$ cat src/rtl/dispense_sequencer.sv
`default_nettype none
// ============================================================================
// Module   : dispense_sequencer
// Brief    : Validates a one-hot slot select on VEND, checks per-slot stock and
//            drives the slot motor for a fixed pulse. Optional post-dispense
//            lockout is enabled with the VEND_COOLDOWN_EN macro.
// Revision : 1.0
// ============================================================================
module dispense_sequencer #(
    parameter int unsigned PULSE_CYCLES    = 50000,
    parameter int unsigned STOCK_W         = 4,
    parameter int unsigned STOCK_INIT      = 5,
    parameter int unsigned COOLDOWN_CYCLES = 16
) (
    input  logic       CLK,
    input  logic       RST,
    input  logic [7:0] SEL,
    input  logic       VEND,
    input  logic       RESTOCK,
    output logic [7:0] MOTOR,
    output logic       BUSY,
    output logic       DONE,
    output logic       FAULT,
    output logic [7:0] SOLD_OUT
);

    localparam int unsigned CNT_W = $clog2(PULSE_CYCLES + 1);
`ifdef VEND_COOLDOWN_EN
    localparam int unsigned CD_W  = $clog2(COOLDOWN_CYCLES + 1);
`endif

    if (PULSE_CYCLES < 1 || COOLDOWN_CYCLES < 1 || STOCK_INIT >= (2 ** STOCK_W)) begin : g_param_check
        $error("dispense_sequencer: illegal parameter combination");
    end

`ifdef VEND_COOLDOWN_EN
    typedef enum logic [1:0] {
        IDLE     = 2'd0,
        DISPENSE = 2'd1,
        FINISH   = 2'd2,
        COOLDOWN = 2'd3
    } state_t;
`else
    typedef enum logic [1:0] {
        IDLE     = 2'd0,
        DISPENSE = 2'd1,
        FINISH   = 2'd2
    } state_t;
`endif

    state_t             r_state;
    logic [CNT_W-1:0]   r_cnt;
    logic [7:0]         r_sel_q;
    logic [STOCK_W-1:0] r_stock [8];
`ifdef VEND_COOLDOWN_EN
    logic [CD_W-1:0]    r_cd_cnt;
`endif

    logic w_onehot;
    logic w_sel_empty;

    assign w_onehot    = (SEL != 8'd0) && ((SEL & (SEL - 8'd1)) == 8'd0);
    assign w_sel_empty = |(SEL & SOLD_OUT);

    for (genvar gi = 0; gi < 8; gi++) begin : g_sold_out
        assign SOLD_OUT[gi] = (r_stock[gi] == '0);
    end

    always_ff @(posedge CLK) begin
        if (RST) begin
            r_state <= IDLE;
            r_cnt   <= '0;
            r_sel_q <= 8'd0;
            MOTOR   <= 8'd0;
            BUSY    <= 1'b0;
            DONE    <= 1'b0;
            FAULT   <= 1'b0;
            for (int i = 0; i < 8; i++) begin
                r_stock[i] <= STOCK_W'(STOCK_INIT);
            end
`ifdef VEND_COOLDOWN_EN
            r_cd_cnt <= '0;
`endif
        end else begin
            DONE  <= 1'b0;
            FAULT <= 1'b0;
            case (r_state)
                IDLE: begin
                    // RESTOCK wins over a simultaneous VEND, which is dropped silently.
                    if (RESTOCK) begin
                        for (int i = 0; i < 8; i++) begin
                            if (SEL[i]) r_stock[i] <= STOCK_W'(STOCK_INIT);
                        end
                    end else if (VEND) begin
                        r_sel_q <= SEL;
                        if (!w_onehot || w_sel_empty) begin
                            FAULT <= 1'b1;
                        end else begin
                            r_state <= DISPENSE;
                            MOTOR   <= SEL;
                            BUSY    <= 1'b1;
                            r_cnt   <= CNT_W'(1);
                            for (int i = 0; i < 8; i++) begin
                                if (SEL[i]) r_stock[i] <= r_stock[i] - STOCK_W'(1);
                            end
                        end
                    end
                end
                DISPENSE: begin
                    MOTOR <= r_sel_q;
                    if (r_cnt == CNT_W'(PULSE_CYCLES)) begin
                        r_state <= FINISH;
                        MOTOR   <= 8'd0;
                        DONE    <= 1'b1;
                        r_cnt   <= '0;
                    end else begin
                        r_cnt <= r_cnt + CNT_W'(1);
                    end
                end
                FINISH: begin
`ifdef VEND_COOLDOWN_EN
                    r_state  <= COOLDOWN;
                    r_cd_cnt <= CD_W'(1);
`else
                    r_state <= IDLE;
                    BUSY    <= 1'b0;
`endif
                end
`ifdef VEND_COOLDOWN_EN
                COOLDOWN: begin
                    if (r_cd_cnt == CD_W'(COOLDOWN_CYCLES)) begin
                        r_state  <= IDLE;
                        BUSY     <= 1'b0;
                        r_cd_cnt <= '0;
                    end else begin
                        r_cd_cnt <= r_cd_cnt + CD_W'(1);
                    end
                end
`endif
                default: begin
                    r_state <= IDLE;
                    MOTOR   <= 8'd0;
                    BUSY    <= 1'b0;
                end
            endcase
        end
    end

endmodule
`default_nettype wire

$ cat config.mk
export PLATFORM = sky130hd
export DESIGN_NAME = dispense_sequencer
export DESIGN_NICKNAME = d
export VERILOG_FILES = /design/src/rtl/dispense_sequencer.sv
export SDC_FILE = /design/constraint.sdc
export NUM_CORES = 1
export LEC_CHECK = 0
export ABC_AREA = 1
export CAP_MARGIN = 20
export CORE_MARGIN = 1.5
export CORE_UTILIZATION = 30
export CTS_BUF_LIST = sky130_fd_sc_hd__clkbuf_4
export DETAILED_ROUTE_END_ITERATION = 6
export GPL_TIMING_DRIVEN = 0
export PLACE_DENSITY = 0.5
export RECOVER_POWER = 50
export SYNTH_ARGS = -nofsm -noshare
export SYNTH_HDL_FRONTEND = slang
export SYNTH_SLANG_ARGS = --single-unit
$ cat constraint.sdc
create_clock -name CLK -period 2.2 [get_ports CLK]
set_clock_uncertainty 0.15 [all_clocks]
set_input_delay 0.66 -clock CLK [delete_from_list [all_inputs] [get_ports CLK]]
set_output_delay 0.66 -clock CLK [all_outputs]
set_load 0.05 [all_outputs]
# [Yosys cells after proc, flatten, opt, wreduce, memory -nomap -nowiden]
# Memories as Yosys holds them, arrays and structs flattened.
# Index checks and enable logic that the tools add are counted.
[totals] memories=1 out_inout_bits=19 latchBits=0 word_cells=198 mem_bits_rw=32 mem_bits_ro=0 register_bits=37
[mem_list] name="r_stock" depth=8 word_bits=4 rd=8 rd_clocked_by_memory_dff=0 write_ports=8 line_no="54" text="logic [STOCK_W-1:0] r_stock [8];"
[classes] mux=127 div=0 n_bitwise=23 addsub=10 n_shift=0 reduce_logical=23 multipliers=0 eq_ne=7 magnitude_cmp=0
[op_table] op="$mux 1" n=95
[op_table] op="$mux 16" n=4
[op_table] op="$mux 4" n=16
[op_table] op="$logic_not 4->1" n=8
[op_table] op="$mux 8" n=4
[op_table] op="$pmux 16 s2" n=1
[op_table] op="$sub 4x1->4 const B" n=8
[op_table] op="$pmux 8 s3" n=1
[op_table] op="$add 16x1->16 const B" n=1
[op_table] op="$and 8x8->8" n=2
[op_table] op="$eq 16x16->1 const B" n=1
[op_table] op="$or 1x1->1" n=16
[op_table] op="$reduce_and 4->1" n=4
[op_table] op="$logic_not 8->1" n=1
[op_table] op="$mux 2" n=4
[op_table] op="$ne 2x2->1 const B" n=4
[op_table] op="$reduce_bool 8->1" n=1
[op_table] op="$reduce_or 8->1" n=1
[op_table] op="$sub 8x1->8 const B" n=1
[op_table] op="$not 1->1" n=5
[op_table] op="$pmux 2 s2" n=1
[op_table] op="$reduce_or 4->1" n=1
[op_table] op="$reduce_and 3->1" n=1
[op_table] op="$eq 2x1->1 const B" n=1
[op_table] op="other kinds (8)" n=8

# [Logic depth before layout (Yosys ltp)]
# Gate-level depths: netlist of run 1.
[depth] ltp_word=13 depth_mapped=13 ltp_nobuf=13

# [Worst setup path after synthesis of run 1]
# Ideal clock, no wire load.
[synth_path] path_kind="reg-to-output" from="mem r_stock[5][0] (netlist: r_stock[1][4])" to="out SOLD_OUT[5]" arrival_time_ns=1.775 setup_slack_ns=-0.385 t_required_ns=1.390 stages_incl_launch_ff=4 path_cell_list="edfxtp_1 -> inv_1 -> ha_1 -> nor3b_1"
[synth_rtl] element="from (decl)" line_no="54"
[synth_rtl] element="to (decl)" line_no="24" text="output logic [7:0] SOLD_OUT"

==> impl_metrics.yaml, run 1 <==
clocking:
  htree_levels: 3
  clk_pin_slew_ns: 0.10
  cts_tree: "done"
  cts_hold_buf: 0
  cts_buffer_depth: 2
  insertion_delay_ns: 0.43
  cts.sinks: 69
  cts_buffers: 9
  cts_root_buf: "clkbuf_4"
timing:
  worstMarginPinSlew_ns: 0.547
  fmax_mhz: 444
  rsz0062_at_grt: "yes"
  setup_tns_ns: -0.135
  drv_slew: 0
  timing.hold.ws_ns: 0.325
  slew_headroom: 0.635
  min_period_ns: 2.25
  finalWorstSetupSlack_ns: -0.0547
  fin_crit_sh: 1.02
  finalSetupViolations: 4
  finalHoldViolCount: 0
placed_design:
  gp_congestion: 0.803
  port_buffers: 30
  place_ws_ns: -0.912
  dp_cells: 715
  dp_hpwl_um: 7230
drt:
  firstDrtPassIters: 4
  drt-initial-drc-count: 142
  wire_per_inst_um: 13.2
  viasPerCell: 4.69
  drc: 0
  ant_nets: 0
  vias: 3648
  routed_wl_um: 10300
worst_setup_path:
  critPathLaunchType: "flop"
  path_delay_family: "flip-flops"
  cp.arrival_ns: 1.44
  max_stage_delay_ns: 0.42
  endpoint_kind: "primary output"
  path_cells: "inv_2 -> ha_4 -> nor3b_4 -> buf_6"
  crit_buf_inv: 2
  path_class: "flop to primary output"
  slowest_stage: "edfxtp_1"
  cp_data_required_time_ns: 1.39
  crit_fanout: 2
final_layout:
  n_antenna_cell: 0
  final_cell_mix: "nand2_1 (107), nor2_1 (50), nand3_1 (49)"
  fillers: 1330
  area_growth_pct: 32.1
  final_cells: 778
  fin_nets: 631
  final_common_cell: "nand2_1"
  drive_above_1_share: 0.274
  multi_input_area_um2: 2280
  seq_area_um2: 1660
synthesis:
  syn_nets: 543
  syn_inst: 513
  synth_top_cell_by_area: "edfxtp_1"
  synth_seq_cells: 69
  avgSynthCellArea_um2: 7.73
  netlist.area_leader.share: 0.212
  yosysWarnings: 0
  yosysSeqAreaShare: 0.419
  syn_area_um2: 3970
  ys_types: 37
  synthTopCellsByArea: "edfxtp_1 (21%), dfxtp_1 (21%), nand2_1 (11%)"
floorplan:
  coreArea_um2: 12800
  dieArea_um2: 13900
  die_w_um: 118
  rows: 41
  io_pins: 31
  start_util: 0.310
  die_h_um: 118
power_and_ir_drop:
  p_sw_w: 0.000601
  ir_drop_mv: 0.173
  seqPwrFrac: 0.594
  clkPwrFrac: 0.316
  total_power_w: 0.00230
  p_per_area_nw_per_um2: 439
  p_leak_nw: 2.23
  internal-power_w: 0.00170
  power_frac_comb: 0.090
  sw_frac_of_total: 0.261
flow_run:
  maxCapViolCount: 0
grt:
  grt_pass1_wl_um: 17300
  overflow: 0
  antenna_found_initial: 0
  grt_pass1_vias: 3655
  grt_max_degree: 17
  grt_usage: 0.155
status:
  violations: "setup timing"
  status: "complete, but fails checks"
worst_hold_path:
  hp-class: "flop to flop"
[area by class of cell]
cell class | count | area share
Timing Repair Buffer | 78 | 0.124
Multi-Input combinational cell | 365 | 0.435
Inverter | 65 | 0.0480
Buffer | 13 | 0.0129
Clock buffer | 13 | 0.0186
Tap cell | 172 | 0.0411
Sequential cell | 69 | 0.317
Clock inverter | 3 | 0.00263
[state kept, by name (all words and copies together), names as in the netlist]
name,flops
r_stock,32
r_cnt,16
MOTOR,8
r_sel_q,8
r_state,2
BUSY,1
DONE,1
FAULT,1
[metal layers]
layer / up-vias / share of wire / global-route usage
li1: 1880 / - / -
met1: 1694 / 0.47 / 0.200
met2: 57 / 0.48 / 0.259
met3: 17 / 0.035 / 0.0315
met4: 0 / 0.013 / 0.0488
met5: - / 0 / 0
[worst reg2reg max path: cells and delay by family, from the launching register on]
kind,cells,cell delay [ns]
and+or+nand+nor,6,0.63
DFF,1,0.40
buffers and inverters,2,0.24
AOI/OAI and AO/OA,1,0.24
adders and majority gates,1,0.17
[path summary, 6_finish.rpt]
path                                      from  depth (start not counted)  slack, ns            end
worst max-delay path             r_stock[1][4]                          4      -0.05    SOLD_OUT[5]
worst min-delay path                r_sel_q[0]                          2       0.33     r_sel_q[0]
worst max register to register  r_stock[1][12]                         10       0.03  r_stock[1][4]
worst min register to register      r_sel_q[0]                          2       0.33     r_sel_q[0]
[repair_timing]
item	4_1_cts	5_1_grt
endpoints found under the hold margin	0	0
setup endpoints to repair	94	49
pin swaps	21	11
buffers inserted	35	14
gates resized for setup	147	39
[power groups by stage]
| stage | combinational [W] | clock (W) | sequential, W |
|---|---|---|---|
| after floorplan | 0.0000943 | 0 | 0.00140 |
| after global placement | 0.000172 | 0 | 0.00139 |
| after detailed placement | 0.000173 | 0 | 0.00139 |
| after CTS | 0.000196 | 0.000758 | 0.00137 |
| after global routing | 0.000230 | 0.000815 | 0.00137 |
| final | 0.000208 | 0.000726 | 0.00137 |
[cells by family (layout without fill, tap and decap cells)]
kind of cell,count (synthesis),in the layout,synth area share
AO/OA/AOI/OAI,48,48,0.0678
AND/OR/NAND/NOR,283,283,0.341
adder cells (fa/ha/maj),18,18,0.0568
buffers and inverters,79,172,0.0801
flip-flops,69,69,0.419
XOR/XNOR,16,16,0.0353
[per-stage QoR]
step           instance area [um^2]  utilization
6_report                       5240        0.410
5_1_grt                        5240        0.410
4_1_cts                        5040        0.395
3_5_place_dp                   4500        0.352
3_3_place_gp                   4500        0.352
2_1_floorplan                  3980            -
[cell usage after synthesis, drive strengths merged]
master  number
nor2        63
and3         1
o21ai       13
edfxtp      28
clkbuf       8
a31o         1
o211ai       8
nor4b        2
nand3       62
a211o        1
nand3b       9
nor3b        3
nand2      114
a21oi       24
inv         64
xnor2       11
or2          5
xor2         5
buf          6
dfxtp       41
a31oi        1
clkinv       1
ha          18
nand4       15
nor3         9
Note: power is estimated with default switching activity, not from simulation.
==> run 2, diff against run 1 <==
--- a/config.mk
+++ b/config.mk
@@ -12,8 +12,10 @@
 export CTS_BUF_LIST = sky130_fd_sc_hd__clkbuf_4
 export DETAILED_ROUTE_END_ITERATION = 6
 export GPL_TIMING_DRIVEN = 0
+export HOLD_SLACK_MARGIN = 0.06
 export PLACE_DENSITY = 0.5
 export RECOVER_POWER = 50
+export SLEW_MARGIN = 40
 export SYNTH_ARGS = -nofsm -noshare
 export SYNTH_HDL_FRONTEND = slang
 export SYNTH_SLANG_ARGS = --single-unit
==> results of run 2 <==
Final layout, timing and power as in run 1 (identical DEF).
==> run 3, diff against run 2 <==
--- a/config.mk
+++ b/config.mk
@@ -15,6 +15,7 @@
 export HOLD_SLACK_MARGIN = 0.06
 export PLACE_DENSITY = 0.5
 export RECOVER_POWER = 50
+export SKIP_CTS_REPAIR_TIMING = 1
 export SLEW_MARGIN = 40
 export SYNTH_ARGS = -nofsm -noshare
 export SYNTH_HDL_FRONTEND = slang
==> impl_metrics.yaml, run 3 (synthesis results as in run 1) <==
worst_setup_path:
  cp.arrival_ns: 1.47
  critPathLaunchType: "flop"
  endpoint_kind: "primary output"
  path_class: "flop to primary output"
  crit_fanout: 3
  cp_data_required_time_ns: 1.39
  rrSetupSlack_ns: -0.05
  path_cells: "inv_2 -> ha_4 -> nor3b_4 -> buf_6"
  max_stage_delay_ns: 0.44
  slowest_stage: "edfxtp_1"
grt:
  grt_usage: 0.146
  grt_pass1_wl_um: 16300
  antenna_found_initial: 0
  grt_max_degree: 12
  grt_pass1_vias: 3437
  overflow: 0
drt:
  vias: 3588
  drc: 0
  routed_wl_um: 10100
  firstDrtPassIters: 4
  ant_nets: 0
  wire_per_inst_um: 13.3
  drt-initial-drc-count: 146
  viasPerCell: 4.71
timing:
  timing.hold.ws_ns: 0.326
  worstMarginPinSlew_ns: 0.540
  finalHoldViolCount: 0
  fmax_mhz: 438
  slew_headroom: 0.640
  setup_tns_ns: -0.754
  finalSetupViolations: 26
  finalWorstSetupSlack_ns: -0.0846
  min_period_ns: 2.28
  rsz0062_at_grt: "yes"
  drv_slew: 0
  fin_crit_sh: 1.04
clocking:
  clk_pin_slew_ns: 0.10
  cts_tree: "done"
  htree_levels: 3
  cts_buffer_depth: 2
  insertion_delay_ns: 0.43
  cts.sinks: 69
  cts_root_buf: "clkbuf_4"
  cts_buffers: 9
final_layout:
  final_cells: 761
  largest_reg_flops: 32
  multi_input_area_um2: 2270
  final_common_cell: "nand2_1"
  n_antenna_cell: 0
  drive_above_1_share: 0.256
  largest_register: "r_stock"
  area_growth_pct: 30.8
  final_cell_mix: "nand2_1 (105), nor2_1 (49), nand3_1 (47)"
  fin_nets: 614
  seq_area_um2: 1660
  reg_top3: "r_stock x32, r_cnt x16"
  fillers: 1340
  fin_area_um2: 5180
placed_design:
  dp_hpwl_um: 7230
  placed_cell_area_um2: 4500
  port_buffers: 30
  gp_congestion: 0.803
  dp_cells: 715
floorplan:
  rows: 41
  dieArea_um2: 13900
  die_w_um: 118
  start_util: 0.310
  coreArea_um2: 12800
  die_h_um: 118
  io_pins: 31
worst_hold_path:
  hp-class: "flop to flop"
status:
  violations: "setup timing"
  status: "complete, but fails checks"
power_and_ir_drop:
  ir_drop_mv: 0.171
  total_power_w: 0.00229
  p_leak_nw: 2.36
  p_per_area_nw_per_um2: 442
flow_run:
  maxCapViolCount: 0
[run 3: cell types whose count changed in the layout (fill, tap and decap cells not counted), sizes merged]
cell / delta
clkinvlp: +1
clkdlybuf4s15: -5
dlygate4sd2: -10
buf: -15
clkinv: -1
clkbuf: -4
dlymetal6s2s: +17
[run 3: final timing paths]
check,startpoint,to,cells after the start
min,r_sel_q[0],r_sel_q[0],2
max,r_stock[1][4],SOLD_OUT[5],4
min reg2reg,r_sel_q[0],r_sel_q[0],2
max reg2reg,r_stock[1][4],r_stock[1][4],10
[run 3: metal layers]
layer | track usage | vias to the layer above | part of all wire
met3 | 0.0296 | 13 | 0.030
met5 | 0 | - | 0
met1 | 0.190 | 1680 | 0.47
met4 | 0.0495 | 0 | 0.013
li1 | - | 1846 | -
met2 | 0.241 | 49 | 0.48
[run 3: cell type report]
type                            count  area share
Timing Repair Buffer               61       0.117
Clock inverter                      3     0.00265
Multi-Input combinational cell    365       0.437
Buffer                             13      0.0142
Sequential cell                    69       0.321
Inverter                           65      0.0483
Clock buffer                       13      0.0188
Tap cell                          172      0.0415
[run 3: metrics by stage]
stage / util / setup WS [ns]
after floorplan: - / -0.0136
after global placement: 0.352 / -0.919
after detailed placement: 0.352 / -0.912
after CTS: 0.361 / -0.767
after global routing: 0.406 / -0.173
final: 0.406 / -0.0846
[run 3: power breakdown]
group	leakage, nW	internal [W]	switching [W]
clock network	0.0692	0.000277	0.000444
logic	1.71	0.0000714	0.000133
registers	0.579	0.00135	0.0000161
total	2.36	0.00170	0.000594
[run 3: critical path, delay by kind of cell (launching register included)]
family	cells	cell delay, ns
simple gates	1	0.19
fa+ha+maj	1	0.14
flops	1	0.44
buf+inv	2	0.30
